$ cat src/rtl/mem_access.sv
// MEM stage load/store engine: runs one bus access per memory op and feeds mem_wb combinationally.
// Latency: non-memory ops 0 cycles; memory ops stall for ack-delay+2 cycles (3 total with zero-wait ack).
// Backpressure: stallreq holds the pipeline while a request is outstanding; bus_ack is the only completion path besides timeout.
//
// Ports:
//   clk, rst                      clock, synchronous active-high reset
//   mem_wd/wreg/wdata/aluop       EX/MEM register outputs
//   mem_mem_addr, mem_reg2        effective address and store data (rt)
//   bus_req/we/addr/sel/wdata     registered data bus request (big-endian lanes, bit3 = [31:24])
//   bus_rdata, bus_ack            read data and 1-cycle completion strobe
//   bus_err                       1-cycle pulse after a timeout abort
//   stallreq                      combinational stall request to ctrl
//   wb_wd/wb_wreg/wb_wdata        combinational write-back fields to mem_wb
// Optional build macro MEM_ALIGN_CHECK_EN: rejects misaligned half/word accesses without touching
// the bus and adds the addr_err_load/addr_err_store outputs.
module mem_access #(
    parameter int unsigned TIMEOUT_CYCLES = 255   // 0 disables the timeout
) (
    input  logic        clk,
    input  logic        rst,
    input  logic [4:0]  mem_wd,
    input  logic        mem_wreg,
    input  logic [31:0] mem_wdata,
    input  logic [7:0]  mem_aluop,
    input  logic [31:0] mem_mem_addr,
    input  logic [31:0] mem_reg2,
    input  logic [31:0] bus_rdata,
    input  logic        bus_ack,
    output logic        bus_req,
    output logic        bus_we,
    output logic [31:0] bus_addr,
    output logic [3:0]  bus_sel,
    output logic [31:0] bus_wdata,
    output logic        bus_err,
    output logic        stallreq,
    output logic [4:0]  wb_wd,
    output logic        wb_wreg,
    output logic [31:0] wb_wdata
`ifdef MEM_ALIGN_CHECK_EN
    ,
    output logic        addr_err_load,
    output logic        addr_err_store
`endif
);

    localparam logic [7:0] EXE_LB_OP  = 8'b1110_0000;
    localparam logic [7:0] EXE_LH_OP  = 8'b1110_0001;
    localparam logic [7:0] EXE_LW_OP  = 8'b1110_0011;
    localparam logic [7:0] EXE_LBU_OP = 8'b1110_0100;
    localparam logic [7:0] EXE_LHU_OP = 8'b1110_0101;
    localparam logic [7:0] EXE_SB_OP  = 8'b1110_1000;
    localparam logic [7:0] EXE_SH_OP  = 8'b1110_1001;
    localparam logic [7:0] EXE_SW_OP  = 8'b1110_1011;

    typedef enum logic [1:0] {S_IDLE, S_WAIT, S_DONE} state_t;

    state_t      state_q, state_d;
    logic [31:0] cnt_q, cnt_d;
    logic        bus_req_q, bus_req_d;
    logic        bus_we_q, bus_we_d;
    logic [31:0] bus_addr_q, bus_addr_d;
    logic [3:0]  bus_sel_q, bus_sel_d;
    logic [31:0] bus_wdata_q, bus_wdata_d;
    logic        bus_err_q, bus_err_d;
    logic [31:0] hold_q, hold_d;

    logic        is_byte, is_half, is_word, is_load, is_store, misalign, start;
    logic [3:0]  req_sel;
    logic [31:0] req_wdata, load_data;
    logic [7:0]  ld_byte;
    logic [15:0] ld_half;

    // Decode and request formation
    always_comb begin
        is_byte  = (mem_aluop == EXE_LB_OP) || (mem_aluop == EXE_LBU_OP) || (mem_aluop == EXE_SB_OP);
        is_half  = (mem_aluop == EXE_LH_OP) || (mem_aluop == EXE_LHU_OP) || (mem_aluop == EXE_SH_OP);
        is_word  = (mem_aluop == EXE_LW_OP) || (mem_aluop == EXE_SW_OP);
        is_store = (mem_aluop == EXE_SB_OP) || (mem_aluop == EXE_SH_OP) || (mem_aluop == EXE_SW_OP);
        is_load  = (is_byte || is_half || is_word) && !is_store;
`ifdef MEM_ALIGN_CHECK_EN
        misalign = (is_half && mem_mem_addr[0]) || (is_word && (mem_mem_addr[1:0] != 2'b00));
`else
        misalign = 1'b0;
`endif
        start = (is_byte || is_half || is_word) && !misalign;

        req_sel   = 4'b1111;
        req_wdata = mem_reg2;
        if (is_byte) begin
            req_sel   = 4'b1000 >> mem_mem_addr[1:0];
            req_wdata = {4{mem_reg2[7:0]}};
        end else if (is_half) begin
            req_sel   = mem_mem_addr[1] ? 4'b0011 : 4'b1100;
            req_wdata = {2{mem_reg2[15:0]}};
        end
        if (!is_store) begin
            req_wdata = 32'd0;
        end
    end

    // Next-state logic
    always_comb begin
        state_d     = state_q;
        cnt_d       = cnt_q;
        bus_req_d   = bus_req_q;
        bus_we_d    = bus_we_q;
        bus_addr_d  = bus_addr_q;
        bus_sel_d   = bus_sel_q;
        bus_wdata_d = bus_wdata_q;
        bus_err_d   = 1'b0;
        hold_d      = hold_q;
        case (state_q)
            S_IDLE: begin
                if (start) begin
                    bus_req_d   = 1'b1;
                    bus_we_d    = is_store;
                    bus_addr_d  = {mem_mem_addr[31:2], 2'b00};
                    bus_sel_d   = req_sel;
                    bus_wdata_d = req_wdata;
                    cnt_d       = 32'd0;
                    state_d     = S_WAIT;
                end
            end
            S_WAIT: begin
                cnt_d = cnt_q + 32'd1;
                // Ack is checked first so an ack on the final allowed cycle still completes normally.
                if (bus_ack) begin
                    bus_req_d = 1'b0;
                    hold_d    = bus_rdata;
                    state_d   = S_DONE;
                end else if ((TIMEOUT_CYCLES != 0) && (cnt_q == TIMEOUT_CYCLES - 1)) begin
                    bus_req_d = 1'b0;
                    bus_err_d = 1'b1;
                    hold_d    = 32'd0;
                    state_d   = S_DONE;
                end
            end
            S_DONE:  state_d = S_IDLE;
            default: state_d = S_IDLE;
        endcase
    end

    always_ff @(posedge clk) begin
        if (rst) begin
            state_q     <= S_IDLE;
            cnt_q       <= 32'd0;
            bus_req_q   <= 1'b0;
            bus_we_q    <= 1'b0;
            bus_addr_q  <= 32'd0;
            bus_sel_q   <= 4'd0;
            bus_wdata_q <= 32'd0;
            bus_err_q   <= 1'b0;
            hold_q      <= 32'd0;
        end else begin
            state_q     <= state_d;
            cnt_q       <= cnt_d;
            bus_req_q   <= bus_req_d;
            bus_we_q    <= bus_we_d;
            bus_addr_q  <= bus_addr_d;
            bus_sel_q   <= bus_sel_d;
            bus_wdata_q <= bus_wdata_d;
            bus_err_q   <= bus_err_d;
            hold_q      <= hold_d;
        end
    end

    // Load extraction from the hold register; EX/MEM is frozen during the stall so the
    // op and address inputs still describe the retiring instruction in DONE.
    always_comb begin
        case (mem_mem_addr[1:0])
            2'b00:   ld_byte = hold_q[31:24];
            2'b01:   ld_byte = hold_q[23:16];
            2'b10:   ld_byte = hold_q[15:8];
            default: ld_byte = hold_q[7:0];
        endcase
        ld_half = mem_mem_addr[1] ? hold_q[15:0] : hold_q[31:16];
        case (mem_aluop)
            EXE_LB_OP:  load_data = {{24{ld_byte[7]}}, ld_byte};
            EXE_LBU_OP: load_data = {24'd0, ld_byte};
            EXE_LH_OP:  load_data = {{16{ld_half[15]}}, ld_half};
            EXE_LHU_OP: load_data = {16'd0, ld_half};
            EXE_LW_OP:  load_data = hold_q;
            default:    load_data = mem_wdata;
        endcase
    end

    always_comb begin
        stallreq = !rst && (((state_q == S_IDLE) && start) || (state_q == S_WAIT));
        wb_wd    = rst ? 5'd0  : mem_wd;
        wb_wreg  = rst ? 1'b0  : (mem_wreg && !misalign);
        wb_wdata = rst ? 32'd0 : load_data;
`ifdef MEM_ALIGN_CHECK_EN
        addr_err_load  = !rst && misalign && is_load;
        addr_err_store = !rst && misalign && is_store;
`endif
    end

    assign bus_req   = bus_req_q;
    assign bus_we    = bus_we_q;
    assign bus_addr  = bus_addr_q;
    assign bus_sel   = bus_sel_q;
    assign bus_wdata = bus_wdata_q;
    assign bus_err   = bus_err_q;

endmodule

$ cat config.mk
export PLATFORM = sky130hd
export DESIGN_NAME = mem_access
export DESIGN_NICKNAME = d
export VERILOG_FILES = /design/src/rtl/mem_access.sv
export SDC_FILE = /design/constraint.sdc
export NUM_CORES = 1
export LEC_CHECK = 0
export CORE_UTILIZATION = 40
export CTS_BUF_LIST = sky130_fd_sc_hd__clkbuf_4 sky130_fd_sc_hd__clkbuf_8 sky130_fd_sc_hd__clkbuf_16
export CTS_CLUSTER_DIAMETER = 200
export CTS_CLUSTER_SIZE = 14
export DETAILED_ROUTE_END_ITERATION = 7
export PLACE_DENSITY = 0.82
export SLEW_MARGIN = 10
export SYNTH_ARGS = -nofsm -noshare
export SYNTH_HDL_FRONTEND = slang
export SYNTH_SLANG_ARGS = --single-unit
$ cat constraint.sdc
create_clock -name clk -period 2.7 [get_ports clk]
set_input_delay 0.54 -clock clk [delete_from_list [all_inputs] [get_ports clk]]
set_output_delay 0.54 -clock clk [all_outputs]
set_load 0.05 [all_outputs]
==> results of run 1 <==
==> sequential cells by signal, summed over array words and instances (netlist names) <==
name,count
bus_addr,30
cnt_q,32
bus_sel,4
bus_err,1
state_q,2
bus_wdata,32
hold_q,32
bus_we,1
bus_req,1
==> Yosys cell counts, types with 7 or more instances <==
| library cell | number | share of area |
|---|---|---|
| sky130_fd_sc_hd__o21ai_0 | 48 | 0.034 |
| sky130_fd_sc_hd__mux2i_1 | 19 | 0.027 |
| sky130_fd_sc_hd__a21o_1 | 9 | 0.0097 |
| sky130_fd_sc_hd__a21oi_1 | 126 | 0.090 |
| sky130_fd_sc_hd__a311oi_1 | 36 | 0.045 |
| sky130_fd_sc_hd__nor2_1 | 39 | 0.021 |
| sky130_fd_sc_hd__o311ai_0 | 8 | 0.010 |
| sky130_fd_sc_hd__or4_1 | 9 | 0.0097 |
| sky130_fd_sc_hd__and4_1 | 10 | 0.013 |
| sky130_fd_sc_hd__nand2_1 | 154 | 0.083 |
| sky130_fd_sc_hd__or3_1 | 7 | 0.0063 |
| sky130_fd_sc_hd__nand3_1 | 39 | 0.028 |
| sky130_fd_sc_hd__o211ai_1 | 13 | 0.014 |
| sky130_fd_sc_hd__clkbuf_1 | 43 | 0.023 |
| sky130_fd_sc_hd__a22oi_1 | 20 | 0.022 |
| sky130_fd_sc_hd__dfxtp_1 | 135 | 0.39 |
| sky130_fd_sc_hd__and3_1 | 7 | 0.0063 |
| sky130_fd_sc_hd__nand4_1 | 14 | 0.013 |
| sky130_fd_sc_hd__nor4_1 | 9 | 0.0081 |
| sky130_fd_sc_hd__buf_2 | 23 | 0.017 |
| sky130_fd_sc_hd__nor3_1 | 9 | 0.0065 |
| sky130_fd_sc_hd__nor2b_1 | 9 | 0.0081 |
==> power breakdown <==
group / internal (W) / switching, W / leakage (nW) / total (W)
combinational: 0.000390 / 0.000434 / 2.38 / 0.000824
clock: 0.00132 / 0.000951 / 0.271 / 0.00227
sequential: 0.00200 / 0.00000989 / 1.09 / 0.00201
total: 0.00372 / 0.00139 / 3.74 / 0.00511
==> cells in the final DEF, fill, tap and decap left out, drive strengths merged, types with 4 or more instances in the layout <==
| cell type | instances |
|---|---|
| nor3 | 10 |
| clkinvlp | 4 |
| nor2b | 9 |
| a31oi | 5 |
| a311oi | 36 |
| nand2 | 154 |
| or3 | 8 |
| a22oi | 20 |
| or4 | 9 |
| inv | 10 |
| mux4 | 5 |
| o311ai | 8 |
| a21o | 9 |
| clkdlybuf4s50 | 202 |
| dfxtp | 135 |
| mux2i | 19 |
| and4 | 10 |
| or2 | 5 |
| nand4 | 14 |
| nand3 | 40 |
| nand2b | 6 |
| buf | 115 |
| o211ai | 13 |
| nor4 | 11 |
| and3 | 8 |
| a21oi | 126 |
| mux2 | 6 |
| o21ai | 50 |
| nor2 | 39 |
| clkdlybuf4s15 | 4 |
| clkbuf | 22 |
==> final timing paths <==
kind / from / end / slack (ps) / depth (start not counted)
setup / recovery: hold_q[15] / wb_wdata[23] / -8 / 6
hold / removal: bus_addr[31] / bus_addr[31] / 450 / 2
setup reg to reg: cnt_q[0] / cnt_q[24] / 540 / 5
hold reg to reg: bus_addr[31] / bus_addr[31] / 450 / 2
==> critical path, stage by stage (launching register included) <==
cell and delay (ps):
sky130_fd_sc_hd__dfxtp_4 360, sky130_fd_sc_hd__mux4_2 460, sky130_fd_sc_hd__nor2b_4 160, sky130_fd_sc_hd__a211oi_4 290
sky130_fd_sc_hd__buf_6 230, sky130_fd_sc_hd__a21oi_2 80, sky130_fd_sc_hd__buf_6 150
==> layout make-up <==
type                            instances  area (sq um)  area share
Inverter                                6          22.5     0.00201
Multi-Input combinational cell        665          4270       0.382
Timing Repair Buffer                  324          3330       0.298
Clock buffer                           20           454      0.0406
Tap cell                              220           275      0.0246
Sequential cell                       135          2710       0.242
Clock inverter                         12           118      0.0105
==> cells by family after synthesis <==
family | after synthesis | synth area share
muxes | 30 | 0.0531
and+or+nand+nor | 333 | 0.235
buffers and inverters | 80 | 0.0483
xor gates and xnor gates | 1 | 0.00126
other | 1 | 0.000538
AOI/OAI and AO/OA | 297 | 0.270
adders and majority gates | 2 | 0.00359
DFF | 135 | 0.388
==> routing by layer <==
metal / up-vias / part of all wire / GRT usage
met1: 3852 / 0.38 / 0.336
met5: - / 0 / 0
met3: 91 / 0.094 / 0.0775
met2: 464 / 0.49 / 0.471
li1: 3819 / - / -
met4: 0 / 0.041 / 0.136
==> through the flow <==
| step | cells | setup TNS, ps | instance area (sq um) | setup slack [ps] |
|---|---|---|---|---|
| after floorplan | 880 | -2570 | 7120 | -170 |
| after global placement | 1339 | -9370 | 10300 | -342 |
| after detailed placement | 1339 | -10680 | 10300 | -460 |
| after CTS | 1381 | 0 | 11100 | 8.87 |
| after global routing | 1382 | -584 | 11200 | -48.7 |
| final | 1382 | -24.2 | 11200 | -8.48 |
==> what timing repair did <==
item,in CTS,in global routing
endpoints found under the setup margin,33,31
gates resized for setup,63,42
pin swaps,9,14
buffers inserted,6,3
gates cloned,4,0
==> qor_table.md, run 1 <==
| Parameter | Reported | Unit |
| --- | --- | --- |
| Register area share after synthesis | 0.388 | - |
| Flip-flop and latch count after synthesis | 135 | - |
| Synthesized area per cell | 7.93 | sq um |
| Initial antenna violation count | 0 | - |
| Data arrival time of the worst path | 2170 | ps |
| Main flop type after synthesis | sky130_fd_sc_hd__dfxtp_1 | - |
| Global router's overall resource usage | 0.283 | - |
| Full die area | 18000 | sq um |
| Maximum buffer depth of the clock tree | 2 | - |
| GR Overflow Total | 0 | - |
| Routability-driven placement congestion ratio | 0.884 | - |
| Violation count after the first detailed-routing iteration | 766 | - |
| Final critical-path required period | 2710 | ps |
| Cell count after synthesis | 879 | - |
| Critical Path End Type | output pin | - |
| Number of global-route vias before repair | 7745 | - |
| Required time of the critical path | 2160 | ps |
| Utilization after layout | 0.665 | - |
| Clk root buf | sky130_fd_sc_hd__clkbuf_16 | - |
| Port Buf Inserts | 252 | - |
| Number of unique standard cell types used by synthesis | 65 | - |
| Maximum ir drop on the vdd rail | 0.481 | mV |
| PD cells | 457 | nW/um^2 |
| Clock tree from TritonCTS | built | - |
| Ant. Diodes | 0 | - |
| Finish-stage setup viols | 5 | - |
| Hold-fix buffers at CTS | 0 | - |
| Final hold violation count | 0 | - |
| Source-to-sink clock delay at the later pin of the worst-skew pair | 430 | ps |
| Number of clock buffers inserted by TritonCTS | 17 | - |
| Outcome | finished with violations | - |
| Pin slew with the least headroom to its limit | 806 | ps |
| Starting density of the core | 0.414 | - |
| Violated checks | setup timing | - |
| Clock-pin transition on the worst setup and hold timing paths | 60 | ps |
| Post-synth EDFFs | 0 | - |
| Total of warnings raised by yosys | 0 | - |
| Setup repair after global routing missed its margin | true | - |
| Leakage | 3.74 | nW |
| Power, Total | 0.00511 | W |
| Height of the die | 134 | microns |
| Fraction of layout cells with a size suffix above 1 | 0.194 | - |
| Summed instance area of the synthesized netlist | 6970 | sq um |
| Num Clock Sinks | 135 | - |
| Min-Delay Path Class | flop to flop | - |
| Vias per cell | 5.95 | - |
| Setup slack of the critical path after layout | -8.48 | ps |
| Core ar. | 16800 | sq um |
| 1st-pass router iterations | 6 | - |
| Fin crit share | 1.00 | - |
| Post-detailed-routing wire length | 26.3 | mm |
| Clock tree skew after final layout | 14.5 | ps |
| Crit path max fanout | 8 | - |
| H-tree depth reported by CTS | 4 | - |
| Max-slew violation count | 0 | - |
| Drt drc | 0 | - |
| Width of the chip | 134 | microns |
| Detailed-route wire length per cell | 19.0 | microns |
| Async S/R FF share, synth | 0 | - |
| Critical path type | flop to output pin | - |
| Detailed placer's ending HPWL | 18.1 | mm |
| Global-route wire length before repair | 40.3 | mm |
| Max-slew headroom | 0.456 | - |
| Largest net degree at the start of global routing | 66 | - |
| Maximum Capacitance Violations | 0 | - |
| Vias after detailed routing | 8226 | - |
| Number of fill cells in the layout | 1303 | - |
| Antenna-violating nets left | 0 | - |
| Smallest hold slack | 453 | ps |
| Startpoint types | flop | - |
| Area overhead of the layout relative to synthesis | 60.5 | % |
| Ports | 255 | - |
| F_max | 369 | MHz |
| Layout net count | 1296 | - |
| Number of rows created at floorplan | 47 | - |
Power figures use the tool's default switching activity.
==> inputs of run 2 (changes only) <==
--- a/config.mk
+++ b/config.mk
@@ -5,6 +5,7 @@
 export SDC_FILE = /design/constraint.sdc
 export NUM_CORES = 1
 export LEC_CHECK = 0
+export CORE_MARGIN = 2
 export CORE_UTILIZATION = 40
 export CTS_BUF_LIST = sky130_fd_sc_hd__clkbuf_4 sky130_fd_sc_hd__clkbuf_8 sky130_fd_sc_hd__clkbuf_16
 export CTS_CLUSTER_DIAMETER = 200
==> qor_table.md, run 2 (synthesis results as in run 1) <==
| Parameter | Reported | Unit |
| --- | --- | --- |
| Outcome | finished with violations | - |
| Layout net count | 1301 | - |
| Clock-pin transition on the worst setup and hold timing paths | 60 | ps |
| Share of power burned in combinational logic | 0.162 | - |
| Final hold violation count | 0 | - |
| Most common cell after layout, fill and taps aside | sky130_fd_sc_hd__clkdlybuf4s50_1 | - |
| Leakage | 3.76 | nW |
| 1st-pass router iterations | 5 | - |
| Drt drc | 0 | - |
| Top Usage Layer GRT | met2 | - |
| Finish-stage setup viols | 2 | - |
| Commonest cells after routing, fill and taps aside | sky130_fd_sc_hd__clkdlybuf4s50_1, sky130_fd_sc_hd__nand2_1, sky130_fd_sc_hd__dfxtp_1, sky130_fd_sc_hd__a21oi_1, sky130_fd_sc_hd__buf_4 | - |
| Setup repair after global routing missed its margin | true | - |
| F_max | 370 | MHz |
| Height of the die | 136 | microns |
| Global router's overall resource usage | 0.277 | - |
| Min-Delay Path Class | flop to flop | - |
| Hold-fix buffers at CTS | 0 | - |
| Violated checks | setup timing | - |
| Core ar. | 17200 | sq um |
| Number of clock buffers inserted by TritonCTS | 17 | - |
| Max-slew violation count | 0 | - |
| Source of the worst hold timing path | bus_addr[17] | - |
| Launching instance or port of the critical path | hold_q[23] | - |
| Utilization after layout | 0.651 | - |
| Num Clock Sinks | 135 | - |
| Antenna-violating nets left | 0 | - |
| Setup slack of the critical path after layout | -1.97 | ps |
| Reg-to-reg critical path startpoint | cnt_q[0] | - |
| Ports | 255 | - |
| Sum of negative setup slack | -2.68 | ps |
| Critical path type | flop to output pin | - |
| Detailed-route wire length per cell | 18.7 | microns |
| Net switching power | 0.00141 | W |
| Smallest hold slack | 452 | ps |
| Met2 usage in global routing | 0.473 | - |
| Reg power frac | 0.398 | - |
| Startpoint types | flop | - |
| PD cells | 453 | nW/um^2 |
| Area overhead of the layout relative to synthesis | 60.4 | % |
| Global-route wire length before repair | 40.5 | mm |
| Data arrival time of the worst path | 2160 | ps |
| Pin slew with the least headroom to its limit | 756 | ps |
| Number of rows created at floorplan | 48 | - |
| Clk network pwr share | 0.441 | - |
| Fraction of layout cells with a size suffix above 1 | 0.203 | - |
| Met3 usage in global routing | 0.0783 | - |
| Clock tree from TritonCTS | built | - |
| Final critical-path required period | 2700 | ps |
| Routability-driven placement congestion ratio | 0.920 | - |
| Required time of the critical path | 2160 | ps |
| Critical Path End Type | output pin | - |
| Max-slew headroom | 0.489 | - |
| Maximum buffer depth of the clock tree | 2 | - |
| Port Buf Inserts | 252 | - |
| Largest net degree at the start of global routing | 76 | - |
| Starting density of the core | 0.406 | - |
| GR Overflow Total | 0 | - |
| Clock tree skew after final layout | 10.8 | ps |
| Crit path max fanout | 8 | - |
| Maximum ir drop on the vdd rail | 0.437 | mV |
| Clk root buf | sky130_fd_sc_hd__clkbuf_16 | - |
| Post-detailed-routing wire length | 26.0 | mm |
| Detailed placer's ending HPWL | 17.9 | mm |
| Net Sw Frac | 0.279 | - |
| Width of the chip | 136 | microns |
| Source-to-sink clock delay at the later pin of the worst-skew pair | 430 | ps |
| Vias after detailed routing | 8152 | - |
| Vias per cell | 5.85 | - |
| Full die area | 18500 | sq um |
| Number of global-route vias before repair | 7818 | - |
| Maximum Capacitance Violations | 0 | - |
| Initial antenna violation count | 1 | - |
| GR met1 Demand/Resource | 0.322 | - |
| H-tree depth reported by CTS | 4 | - |
| Violation count after the first detailed-routing iteration | 611 | - |
| Design internal power | 0.00365 | W |
| Fin crit share | 1.00 | - |
-- run 2: cell types whose count changed in the layout (fill, tap and decap cells not counted), moves of 3 or more --
cell / delta
sky130_fd_sc_hd__o21ai_0: -6
sky130_fd_sc_hd__a21oi_4: -4
sky130_fd_sc_hd__buf_2: -3
sky130_fd_sc_hd__clkbuf_2: +5
sky130_fd_sc_hd__buf_6: -3
sky130_fd_sc_hd__o21ai_1: +4
sky130_fd_sc_hd__buf_4: +11
sky130_fd_sc_hd__clkinvlp_4: -3
sky130_fd_sc_hd__a21oi_2: +4
sky130_fd_sc_hd__clkdlybuf4s15_1: -4
sky130_fd_sc_hd__inv_6: +3
-- run 2: path summary, 6_finish.rpt --
check | to | slack [ps] | depth (start not counted)
worst max-delay path | wb_wdata[25] | -2 | 6
worst min register to register | bus_addr[17] | 450 | 2
worst max register to register | cnt_q[24] | 620 | 5
worst min-delay path | bus_addr[17] | 450 | 2
-- run 2: layout make-up --
type | count | area [sq um]
timing repair buffer | 329 | 3330
sequential | 135 | 2710
multi-input combinational | 665 | 4270
fill | 1372 | 6000
clock buffer | 20 | 460
clock inverter | 12 | 103
antenna | 1 | 2.50
inverter | 6 | 22.5
tap | 225 | 282
-- run 2: layer usage --
layer / vias up / part of all wire
met2: 409 / 0.50
li1: 3832 / -
met4: 0 / 0.036
met1: 3834 / 0.38
met3: 77 / 0.088
met5: - / 0
-- run 2: power groups by stage --
stage / sequential [W] / combinational [W] / clock, W
CTS: 0.00201 / 0.000806 / 0.00226
global route: 0.00201 / 0.000858 / 0.00234
finish: 0.00201 / 0.000818 / 0.00223
detailed placement: 0.00206 / 0.000773 / 0
global placement: 0.00206 / 0.000766 / 0
floorplan: 0.00209 / 0.000314 / 0
-- run 2: worst max-delay path, stage by stage, from the launching register on --
cell	delay, ps
sky130_fd_sc_hd__dfxtp_2	340
sky130_fd_sc_hd__mux4_2	490
sky130_fd_sc_hd__nor2b_4	160
sky130_fd_sc_hd__a211oi_4	290
sky130_fd_sc_hd__buf_6	210
sky130_fd_sc_hd__a21oi_2	80
sky130_fd_sc_hd__buf_6	150
-- run 2: what timing repair did --
action	CTS	global route
setup endpoints to repair	33	32
buffers inserted	5	1
hold endpoints to repair	0	0
cloned	7	0
pin swaps	17	15
gates resized for setup	88	29
-- run 2: stage by stage --
| stage | total power [W] | cells | setup WS, ps | area, sq um |
|---|---|---|---|---|
| floorplan | 0.00241 | 880 | -170 | 7120 |
| CTS | 0.00508 | 1393 | 0.884 | 11200 |
| global placement | 0.00282 | 1350 | -417 | 10300 |
| detailed placement | 0.00283 | 1350 | -480 | 10300 |
| finish | 0.00506 | 1393 | -1.97 | 11200 |
| global route | 0.00522 | 1393 | -27.3 | 11200 |
